<file path="src/rtl/pll_ctrl_pkg.sv">
// Shared types and constants for the PLL control master.
package pll_ctrl_pkg;

  typedef enum logic [2:0] {
    ST_IDLE      = 3'd0,
    ST_WAIT_RST  = 3'd1,
    ST_WR_CTRL   = 3'd2,
    ST_RD_BACK   = 3'd3,
    ST_POLL_WAIT = 3'd4,
    ST_POLL_RD   = 3'd5,
    ST_DONE      = 3'd6,
    ST_ERROR     = 3'd7
  } state_t;

  localparam logic [1:0] ERR_OK       = 2'd0;
  localparam logic [1:0] ERR_READBACK = 2'd1;
  localparam logic [1:0] ERR_TIMEOUT  = 2'd2;

  localparam logic [2:0] STATUS_ADDR_DEF = 3'd0;
  localparam logic [2:0] CTRL_ADDR_DEF   = 3'd1;

endpackage

</file>
<file path="src/rtl/pll_ctrl_master_if.sv">
// Avalon-MM link between the PLL control master and the PLL wrapper slave.
interface pll_ctrl_master_if;
  logic [2:0]  av_address;
  logic        av_chipselect;
  logic        av_read;
  logic        av_write;
  logic [15:0] av_writedata;
  logic [15:0] av_readdata;
  logic        slv_resetreq;

  modport master (
    output av_address, av_chipselect, av_read, av_write, av_writedata,
    input  av_readdata, slv_resetreq
  );

  modport slave (
    input  av_address, av_chipselect, av_read, av_write, av_writedata,
    output av_readdata, slv_resetreq
  );
endinterface

</file>
<file path="src/rtl/pll_ctrl_timer.sv">
// Poll-interval down-counter: load starts a window of INTERVAL enabled cycles,
// expired is high in the last cycle of that window.
module pll_ctrl_timer #(
  parameter int INTERVAL = 16
) (
  input  logic clk,
  input  logic reset_n,
  input  logic load,
  input  logic enable,
  output logic expired
);
  localparam int W = $clog2(INTERVAL + 1);

  logic [W-1:0] cnt;

  // Count down while enabled, stop at zero.
  always_ff @(posedge clk or negedge reset_n) begin
    if (!reset_n)
      cnt <= '0;
    else if (load)
      cnt <= W'(INTERVAL - 1);
    else if (enable && cnt != '0)
      cnt <= cnt - 1'b1;
  end

  assign expired = (cnt == '0);
endmodule

</file>
<file path="src/rtl/pll_ctrl_master.sv">
// Avalon-MM master that writes a PLL control word, reads it back and polls
// the status register until lock or timeout.
module pll_ctrl_master
  import pll_ctrl_pkg::*;
#(
  parameter int         POLL_INTERVAL = 16,
  parameter int         TIMEOUT_POLLS = 255,
  parameter logic [2:0] STATUS_ADDR   = STATUS_ADDR_DEF,
  parameter logic [2:0] CTRL_ADDR     = CTRL_ADDR_DEF,
  parameter int         LOCK_BIT      = 0
) (
  input  logic                  clk,
  input  logic                  reset_n,
  input  logic                  cmd_valid,
  output logic                  cmd_ready,
  input  logic [15:0]           cmd_ctrl_word,
  output logic                  busy,
  output logic                  done,
  output logic [1:0]            err_code,
  output logic [15:0]           last_status,
  pll_ctrl_master_if.master     bus
);

  state_t      state, state_nx;
  logic [15:0] word;
  logic [15:0] poll_cnt;
  logic [15:0] poll_inc;
  logic        accept;
  logic        match;
  logic        locked;
  logic        timed_out;
  logic        timer_load;
  logic        timer_expired;

  assign accept    = (state == ST_IDLE) && cmd_valid;
  assign match     = (bus.av_readdata == word);
  assign locked    = bus.av_readdata[LOCK_BIT];
  assign poll_inc  = (poll_cnt == 16'hFFFF) ? poll_cnt : poll_cnt + 16'd1;
  assign timed_out = (poll_inc >= 16'(TIMEOUT_POLLS));

  // A fresh interval starts whenever the FSM is about to enter POLL_WAIT.
  assign timer_load = ((state == ST_RD_BACK) && match) ||
                      ((state == ST_POLL_RD) && !locked && !timed_out);

  pll_ctrl_timer #(.INTERVAL(POLL_INTERVAL)) u_timer (
    .clk     (clk),
    .reset_n (reset_n),
    .load    (timer_load),
    .enable  (state == ST_POLL_WAIT),
    .expired (timer_expired)
  );

  // Next-state selection.
  always_comb begin
    state_nx = state;
    case (state)
      ST_IDLE:      if (cmd_valid) state_nx = ST_WAIT_RST;
      ST_WAIT_RST:  if (!bus.slv_resetreq) state_nx = ST_WR_CTRL;
      ST_WR_CTRL:   state_nx = ST_RD_BACK;
      ST_RD_BACK:   state_nx = match ? ST_POLL_WAIT : ST_ERROR;
      ST_POLL_WAIT: if (timer_expired) state_nx = ST_POLL_RD;
      ST_POLL_RD: begin
        if (locked)         state_nx = ST_DONE;
        else if (timed_out) state_nx = ST_ERROR;
        else                state_nx = ST_POLL_WAIT;
      end
      ST_DONE:      state_nx = ST_IDLE;
      ST_ERROR:     state_nx = ST_IDLE;
      default:      state_nx = ST_IDLE;
    endcase
  end

  // State register plus transaction data latched along the way.
  always_ff @(posedge clk or negedge reset_n) begin
    if (!reset_n) begin
      state       <= ST_IDLE;
      word        <= '0;
      err_code    <= ERR_OK;
      last_status <= '0;
      poll_cnt    <= '0;
    end else begin
      state <= state_nx;
      if (accept) begin
        word        <= cmd_ctrl_word;
        err_code    <= ERR_OK;
        last_status <= '0;
        poll_cnt    <= '0;
      end
      if (state == ST_RD_BACK && !match)
        err_code <= ERR_READBACK;
      if (state == ST_POLL_RD) begin
        last_status <= bus.av_readdata;
        poll_cnt    <= poll_inc;
        if (!locked && timed_out)
          err_code <= ERR_TIMEOUT;
      end
    end
  end

  // Bus strobes decode straight from state so reset drops them asynchronously.
  always_comb begin
    bus.av_address    = '0;
    bus.av_chipselect = 1'b0;
    bus.av_read       = 1'b0;
    bus.av_write      = 1'b0;
    bus.av_writedata  = '0;
    case (state)
      ST_WR_CTRL: begin
        bus.av_address    = CTRL_ADDR;
        bus.av_chipselect = 1'b1;
        bus.av_write      = 1'b1;
        bus.av_writedata  = word;
      end
      ST_RD_BACK: begin
        bus.av_address    = CTRL_ADDR;
        bus.av_chipselect = 1'b1;
        bus.av_read       = 1'b1;
      end
      ST_POLL_RD: begin
        bus.av_address    = STATUS_ADDR;
        bus.av_chipselect = 1'b1;
        bus.av_read       = 1'b1;
      end
      default: ;
    endcase
  end

  assign cmd_ready = (state == ST_IDLE);
  assign busy      = (state != ST_IDLE);
  assign done      = (state == ST_DONE) || (state == ST_ERROR);

endmodule

</file>
<file path="src/flat_wrapper.sv">
// flat-port wrapper written by rule: the top's interface ports become plain ports
module pll_ctrl_master_flat import pll_ctrl_pkg::*;
#(
  parameter int         POLL_INTERVAL = 16,
  parameter int         TIMEOUT_POLLS = 255,
  parameter logic [2:0] STATUS_ADDR   = STATUS_ADDR_DEF,
  parameter logic [2:0] CTRL_ADDR     = CTRL_ADDR_DEF,
  parameter int         LOCK_BIT      = 0
)
  (clk, reset_n, cmd_valid, cmd_ready, cmd_ctrl_word, busy, done, err_code, last_status, bus_av_address, bus_av_chipselect, bus_av_read, bus_av_write, bus_av_writedata, bus_av_readdata, bus_slv_resetreq);
  pll_ctrl_master_if bus_i ();
  input  logic clk;
  input  logic reset_n;
  input  logic cmd_valid;
  output logic cmd_ready;
  input  logic [15:0] cmd_ctrl_word;
  output logic busy;
  output logic done;
  output logic [1:0] err_code;
  output logic [15:0] last_status;
  output wire logic [$bits(bus_i.av_address)-1:0] bus_av_address;
  output wire logic [$bits(bus_i.av_chipselect)-1:0] bus_av_chipselect;
  output wire logic [$bits(bus_i.av_read)-1:0] bus_av_read;
  output wire logic [$bits(bus_i.av_write)-1:0] bus_av_write;
  output wire logic [$bits(bus_i.av_writedata)-1:0] bus_av_writedata;
  input wire logic [$bits(bus_i.av_readdata)-1:0] bus_av_readdata;
  input wire logic [$bits(bus_i.slv_resetreq)-1:0] bus_slv_resetreq;
  assign bus_av_address = bus_i.av_address;
  assign bus_av_chipselect = bus_i.av_chipselect;
  assign bus_av_read = bus_i.av_read;
  assign bus_av_write = bus_i.av_write;
  assign bus_av_writedata = bus_i.av_writedata;
  assign bus_i.av_readdata = bus_av_readdata;
  assign bus_i.slv_resetreq = bus_slv_resetreq;
  pll_ctrl_master #(.POLL_INTERVAL(POLL_INTERVAL), .TIMEOUT_POLLS(TIMEOUT_POLLS), .STATUS_ADDR(STATUS_ADDR), .CTRL_ADDR(CTRL_ADDR), .LOCK_BIT(LOCK_BIT)) u_core (.clk(clk), .reset_n(reset_n), .cmd_valid(cmd_valid), .cmd_ready(cmd_ready), .cmd_ctrl_word(cmd_ctrl_word), .busy(busy), .done(done), .err_code(err_code), .last_status(last_status), .bus(bus_i));
endmodule
</file>
<file path="config.mk">
export PLATFORM = sky130hd
export DESIGN_NAME = pll_ctrl_master_flat
export DESIGN_NICKNAME = d
export VERILOG_FILES = /design/src/rtl/pll_ctrl_pkg.sv /design/src/rtl/pll_ctrl_master_if.sv /design/src/rtl/pll_ctrl_timer.sv /design/src/rtl/pll_ctrl_master.sv /design/src/flat_wrapper.sv
export SDC_FILE = /design/constraint.sdc
export NUM_CORES = 1
export LEC_CHECK = 0
export CORE_AREA = 2 2 106 108
export DETAILED_ROUTE_END_ITERATION = 10
export DIE_AREA = 0 0 108 110
export SYNTH_ARGS = -nofsm -noshare
export SYNTH_HDL_FRONTEND = slang
export SYNTH_SLANG_ARGS = --single-unit
</file>
<file path="constraint.sdc">
create_clock -name clk -period 3.88 [get_ports clk]
set_input_delay 0.582 -clock clk [delete_from_list [all_inputs] [get_ports clk]]
set_output_delay 0.582 -clock clk [all_outputs]
set_load 0.03 [all_outputs]
</file>
Yosys cells after proc, flatten, opt, wreduce, memory -nomap -nowiden
Cells that the tools add are included.
Storage, ports and cells
  output and inout bits: 43
  flip-flop bits (word level): 58
Operators by class
  multiplexer cells: 22
  equality and inequality tests: 12
  order comparisons: 1
  add/subtract/negate cells: 2
  reduce and logical (&&, ||, !) cells: 23
Operators by type and width (count)
  two-way mux 16 bit: 5
  one-hot mux 3 bit (7 select lines): 1
  adder 16 x 1 -> 16 bit, second input constant: 1
  == test 16 bit: 1
  == test 16 bit, second input constant: 1
  >= comparator 16 x 8 -> 1 bit, second input constant: 1
  == test 3 bit, second input constant: 4
  two-way mux 2 bit: 6
  two-way mux 3 bit: 4
  two-way mux 5 bit: 2
  logical AND 1 bit: 7
  == test 3 x 2 -> 1 bit, second input constant: 2
  OR reduction 2 bit: 3
  logical NOT 5 bit: 1
  nonzero test 5 bit: 1
  subtractor 5 x 1 -> 5 bit, second input constant: 1
  two-way mux 1 bit: 4
  inequality test 2 bit, second input constant: 2
  nonzero test 2 bit: 2
  == test 3 x 1 -> 1 bit, second input constant: 1
  logical NOT 1 bit: 3
  logical NOT 3 bit: 1
  AND reduction 3 bit: 1
  nonzero test 3 bit: 1
  3 further kinds: 4

Longest topological paths before layout
  word-level depth: 7
  mapped depth: 8
  depth with buffers taken out: 8

Modules after synthesis
From an unflattened synthesis, not the netlist that was laid out.
Unflattened totals
  cell total of the unflattened synthesis: 386
  area total of the unflattened synthesis: 3316.9 µm²
By module, submodules not included
  pll_ctrl_master: area each 3046.7 µm², cells each 362, times used 1
  pll_ctrl_timer: area each 270.3 µm², cells each 24, times used 1

Worst setup path after synthesis
No wires, ideal clock.
  path kind: register -> register
  from: reg u_core.state[0]
  to: reg u_core.poll_cnt[8]
  buffers on the path: 3
  data required time: 3748 ps
  slack: 1067 ps
  arrival: 2681 ps
  cell stages (with the launch flop): 8
  cell sequence: dfrtp_1 clkbuf_1 nor3_1 inv_1 nor2_1 clkbuf_1 clkbuf_1 nor2_1
Between the ends
  cells in the longest elaborated chain, start to end: 3
  elaborated cells between the ends (all ways): 5
  those cells by class: eq/ne: 1; mux: 1; reduce/logical: 3
RTL lines
  start: declaration: line pll_ctrl_master.sv:24  | state_t state, state_nx;
  start signal: assignment: line pll_ctrl_master.sv:82  | state <= state_nx;
  logical NOT 3 bit
  net cmd_ready: line flat_wrapper.sv:15  | output logic cmd_ready;
  logical AND 1 bit: line pll_ctrl_master.sv:35  | assign accept = (state == ST_IDLE) && cmd_valid;
  nonzero test 2 bit (no line)
  end signal: assignment: line pll_ctrl_master.sv:93  | poll_cnt <= poll_inc;
  end: declaration: line pll_ctrl_master.sv:26  | logic [15:0] poll_cnt;
The timed path passes the listed nets, and every way through them passes these cells.
A chain may end at the register's enable or synchronous reset.

Final worst setup path
  from: reg u_core.state[0]
  to: out bus_av_chipselect
Between the ends
  cells in the longest elaborated chain, start to end: 3
  elaborated cells between the ends (all ways): 5
  those cells by class: eq/ne: 3; mux: 1; reduce/logical: 1
RTL lines
  == test 3 x 2 -> 1 bit / == test 3 bit (equally long branches): line pll_ctrl_master.sv:107  | case (state)
  OR reduction 3 bit (no line) *
  two-way mux 1 bit *: line pll_ctrl_master.sv:107
  end: declaration: line flat_wrapper.sv:22  | output wire logic [$bits(bus_i.av_chipselect)-1:0] bus_av_chipselect;
Mark *: on every way between the ends. The rest lies on a longest branch, timed or not.

==> results.md <==
Timing:
- The transition time at the pin with the least slew margin is 0.9214 ns.
- Setup repair after global routing left no endpoint under its margin.
- The clock arrives with 0.01013 ns of skew.
- The count of final setup violators is 0.
- The relative max-transition margin is around 39%.
- Of the available clock period, the critical path in the final layout requires around four fifths.
- The hold violation count in the final report came to 0.
- The hold slack is 0.3823 ns.
- The number of max-slew violations in the final report was 0.
- The maximum clock rate is approximately 320 MHz.
- Summed over all failing endpoints, the final setup total negative slack is 0 ns.
- The clock period could shrink to between 3 and 4 ns.

Synth:
- After synthesis the netlist holds a flip-flop and latch count of 58.
- Averaged over all synthesized cells, the footprint is approximately 8.5 um2.
- Of all flip-flops after synthesis, the portion carrying an async set or reset was 100.0%.
- The synthesized netlist occupies a cell area of 0.003341 mm2.
- The cell count after synthesis came out at 394.
- Multiplexer cells account for 0.6367% of the synthesized area.
- The area share of fa/ha/maj cells after synthesis is between 1 and 1.5%.
- The synthesized design spends more area on one cell type than any other, namely dfrtp_1.
- In the post-synthesis netlist, the biggest area contributors are dfrtp_1 (43%), nand2_1 (11%), xnor2_1 (5.5%), nand3_1 (4.3%), and3_1 (3.7%).
- The xor-xnor portion of the synthesized cell area is under 10%.
- The number of enable flip-flop cells after synthesis is 0.
- The share of synthesized area occupied by flip-flops and latches is 43.45%.
- Yosys mapped the design onto 54 distinct sky130hd cell types.
- Summing the areas of all compound-gate instances in the mapped netlist gives 10.90% of the synthesized area.
- The combinational family with the most area after synthesis is simple AND/OR/NAND/NOR gates.
- The most used flip-flop cell after synthesis is dfrtp_1.
- For this run, the number of Yosys warnings is 0.
- Summing the areas of all and, or, nand and nor instances in the mapped netlist gives 33.15% of the synthesized area.
- The synthesized design devotes to its leading area cell type 43.45% of total area.

Setup path:
- The worst setup path is captured at an output port.
- The worst-case register-to-register setup slack is 1.15 ns.
- The worst setup path is launched from a flop.
- The maximum net fanout on the critical path is 32.
- The reg-to-reg critical path startpoint is u_core.poll_cnt[0]$_DFFE_PN0P_.
- The endpoint identified for the worst register-to-register timing path is u_core.u_timer.cnt[0]$_DFFE_PN0P_.
- The type of the setup path with the least slack is flop to output port.
- The critical path required time is 3.30 ns.
- The cell count of the worst reg-to-reg path is 7.
- STA puts the critical path data arrival time at 2.58 ns.

Power:
- The cell area power density is 685.3 mW/mm2.
- The worst IR drop on VDD is ~380 uV.
- In this run the static leakage power is about 2 nW.

Finish:
- The number of antenna diodes in the final layout is 0.
- The area taken by multi-input logic gates is 0.001742 mm2.
- The filler cell count is 1075.
- The area growth from synthesis to layout is 30.60%.
- The final layout contains 500 nets.
- The ratio of cells with drive above 1 in the final layout is 7.082%.
- In the final layout, flip-flops and latches occupy 0.001451 mm2.

Clock tree:
- For this design, the CTS-stage hold fixing added 0 buffers.
- The buffer type at the clock tree root is clkbuf_8.
- TritonCTS built the clock tree.
- The number of buffers on the longest clock path is 2.
- The number of sinks driven by the clock tree is 58.
- The number of CTS-inserted buffers is 9.
- The number of buffers added for setup after CTS is 0.
- The post-cts resize count is 0.
- The maximum level of the CTS H-tree is 3.
- The clock insertion delay at the later pin of the skew report is 0.34 ns.
- Clock-pin slew was measured on the worst setup and hold paths at 0.06 ns.

Floorplan:
- The horizontal extent of the die is 108 um.
- The core region area is 0.01070 mm2.
- Row generation in the floorplan step produced 38 rows.
- For this design the top-level I/O count stands at 79.
- The die is 110 um tall.
- The floorplan die area is 0.01188 mm2.
- For this configuration, the core starts out at a cell density of 31.23%.

Global route:
- The pin count of the biggest net entering global routing is 40.
- The most congested layer reported by global routing is met2.
- Summed over all layers, the global routing overflow is 0.
- The met2 track utilization from global routing is between 20% and 30%.
- For met1 alone, demand over resource in global routing was 21.26%.
- The number of antenna violations at the first check in global routing is 0.
- In the global route stage, met3 resource usage came out at 3.410%.
- In the global route stage, overall resource usage came out at around 16%.
- The number of global-route vias before repair is between 3000 and 4000.
- The global-route wire length before repair is 15030 um.

Detailed routing:
- The violation count after the first detailed-route iteration is 164.
- The overall routed net length is approximately 9100 um.
- In this run the remaining antenna-violating nets after routing total 0.
- After detailed routing, the average wire length per cell comes to 15.03 um.
- The number of remaining DRC errors is 0.
- Summing over every cut layer, the via total after detailed routing is 3026.
- For this run, the detailed router's first-pass iteration total came to 4.
- The via density per instance is 4.993.

Status:
- The flow ran to the end, and the final reports show no timing, DRC or antenna violations.

Placed design:
- Routability-driven placement finished with a final weighted congestion of 0.8844.
- The count of buffers inserted at the top-level ports is 76.
- The HPWL after detailed placement is around 6600 um.

Worst hold path:
- The class of the tightest hold or removal check is primary input to asynchronous set/reset pin.

Job:
- The total of max-cap violations is 0.
==> cell usage in the layout, fill, tap and decap left out, types with 8 or more instances in the layout <==
master,count
nand2_1,100
nor3_1,11
inv_1,11
and3_1,20
nor2_1,17
a21oi_1,12
clkbuf_8,10
o21ai_0,15
clkdlybuf4s50_1,75
xnor2_1,21
nand4_1,8
nand3_1,29
dfrtp_1,58
==> critical path: stages (launching register included) <==
cell and delay, ns:
dfrtp_1 0.49, inv_1 0.28, or2_2 0.63, nand2_1 0.16, clkdlybuf4s50_1 0.68
==> per-layer routing <==
layer / vias up / part of all wire (%)
met5: - / 0
met4: 0 / 0.90
met3: 10 / 5.5
met2: 90 / 48
met1: 1433 / 45
li1: 1493 / -
==> power by group <==
group / total (W) / switching [W] / internal, W
Sequential: 0.00108 / 0.000249 / 0.000831
Clock: 0.000483 / 0.000236 / 0.000247
Combinational: 0.00143 / 0.000842 / 0.000586
==> worst max path at each step <==
| stage | start | endpoint | slack [ns] | cells after the start |
|---|---|---|---|---|
| CTS | u_core.state[0]$_DFFE_PN0P_ | bus_av_chipselect | 0.69 | 4 |
| global placement | u_core.state[0]$_DFFE_PN0P_ | bus_av_chipselect | 1.12 | 4 |
| global route | u_core.state[0]$_DFFE_PN0P_ | bus_av_chipselect | 0.53 | 4 |
| floorplan | u_core.state[0]$_DFFE_PN0P_ | u_core.poll_cnt[8]$_DFFE_PN0P_ | 1.07 | 7 |
| detailed placement | u_core.state[0]$_DFFE_PN0P_ | bus_av_chipselect | 1.09 | 4 |
| finish | u_core.state[0]$_DFFE_PN0P_ | bus_av_chipselect | 0.72 | 4 |
==> flip-flops by register name, summed over array words and instances, names as in the netlist <==
signal / flops
u_core.err_code: 2
u_core.last_status: 16
u_core.poll_cnt: 16
u_core.state: 3
u_core.u_timer.cnt: 5
u_core.word: 16
==> logic make-up (layout without fill, tap and decap cells) <==
logic type | count (synthesis) | in the layout
XOR/XNOR | 23 | 23
AND/OR/NAND/NOR | 217 | 217
AO/OA/AOI/OAI | 53 | 53
other | 1 | 2
buffers and inverters | 37 | 108
multiplexers | 2 | 2
adder cells (fa/ha/maj) | 3 | 3
flip-flops | 58 | 58
==> area by class of cell <==
class / count / share of cell area (%)
Clock inverter: 3 / 0.3441
Clock buffer: 13 / 3.413
Multi-Input combinational cell: 300 / 39.92
Inverter: 12 / 1.032
Sequential cell: 58 / 33.27
Tap cell: 140 / 4.015
Timing Repair Buffer: 80 / 18.01
==> synthesized netlist by cell type, drive strengths merged (2+ instances only) <==
master  number
a21oi       13
a31oi        6
and2         2
and3        20
and4         5
and4b        2
buf          8
clkbuf      17
dfrtp       58
ha           3
inv         11
nand2      100
nand2b       4
nand3       29
nand4       11
nor2        18
nor3        11
nor4         5
o21ai       17
o22ai        2
or2          2
or3          6
xnor2       21
xor2         2
==> stage by stage <==
stage	instances	utilization [%]	instance area, um2	worst slack, ns	power [W]
after floorplan	395	-	3344	1.067	0.001975
after global placement	590	39.25	4199	1.115	0.002495
after detailed placement	590	39.25	4199	1.093	0.002519
after CTS	606	40.78	4363	0.6889	0.003021
after global routing	606	40.78	4363	0.5257	0.003215
final	606	40.78	4363	0.7221	0.002990
No activity file was read; power rests on OpenSTA's default activity.
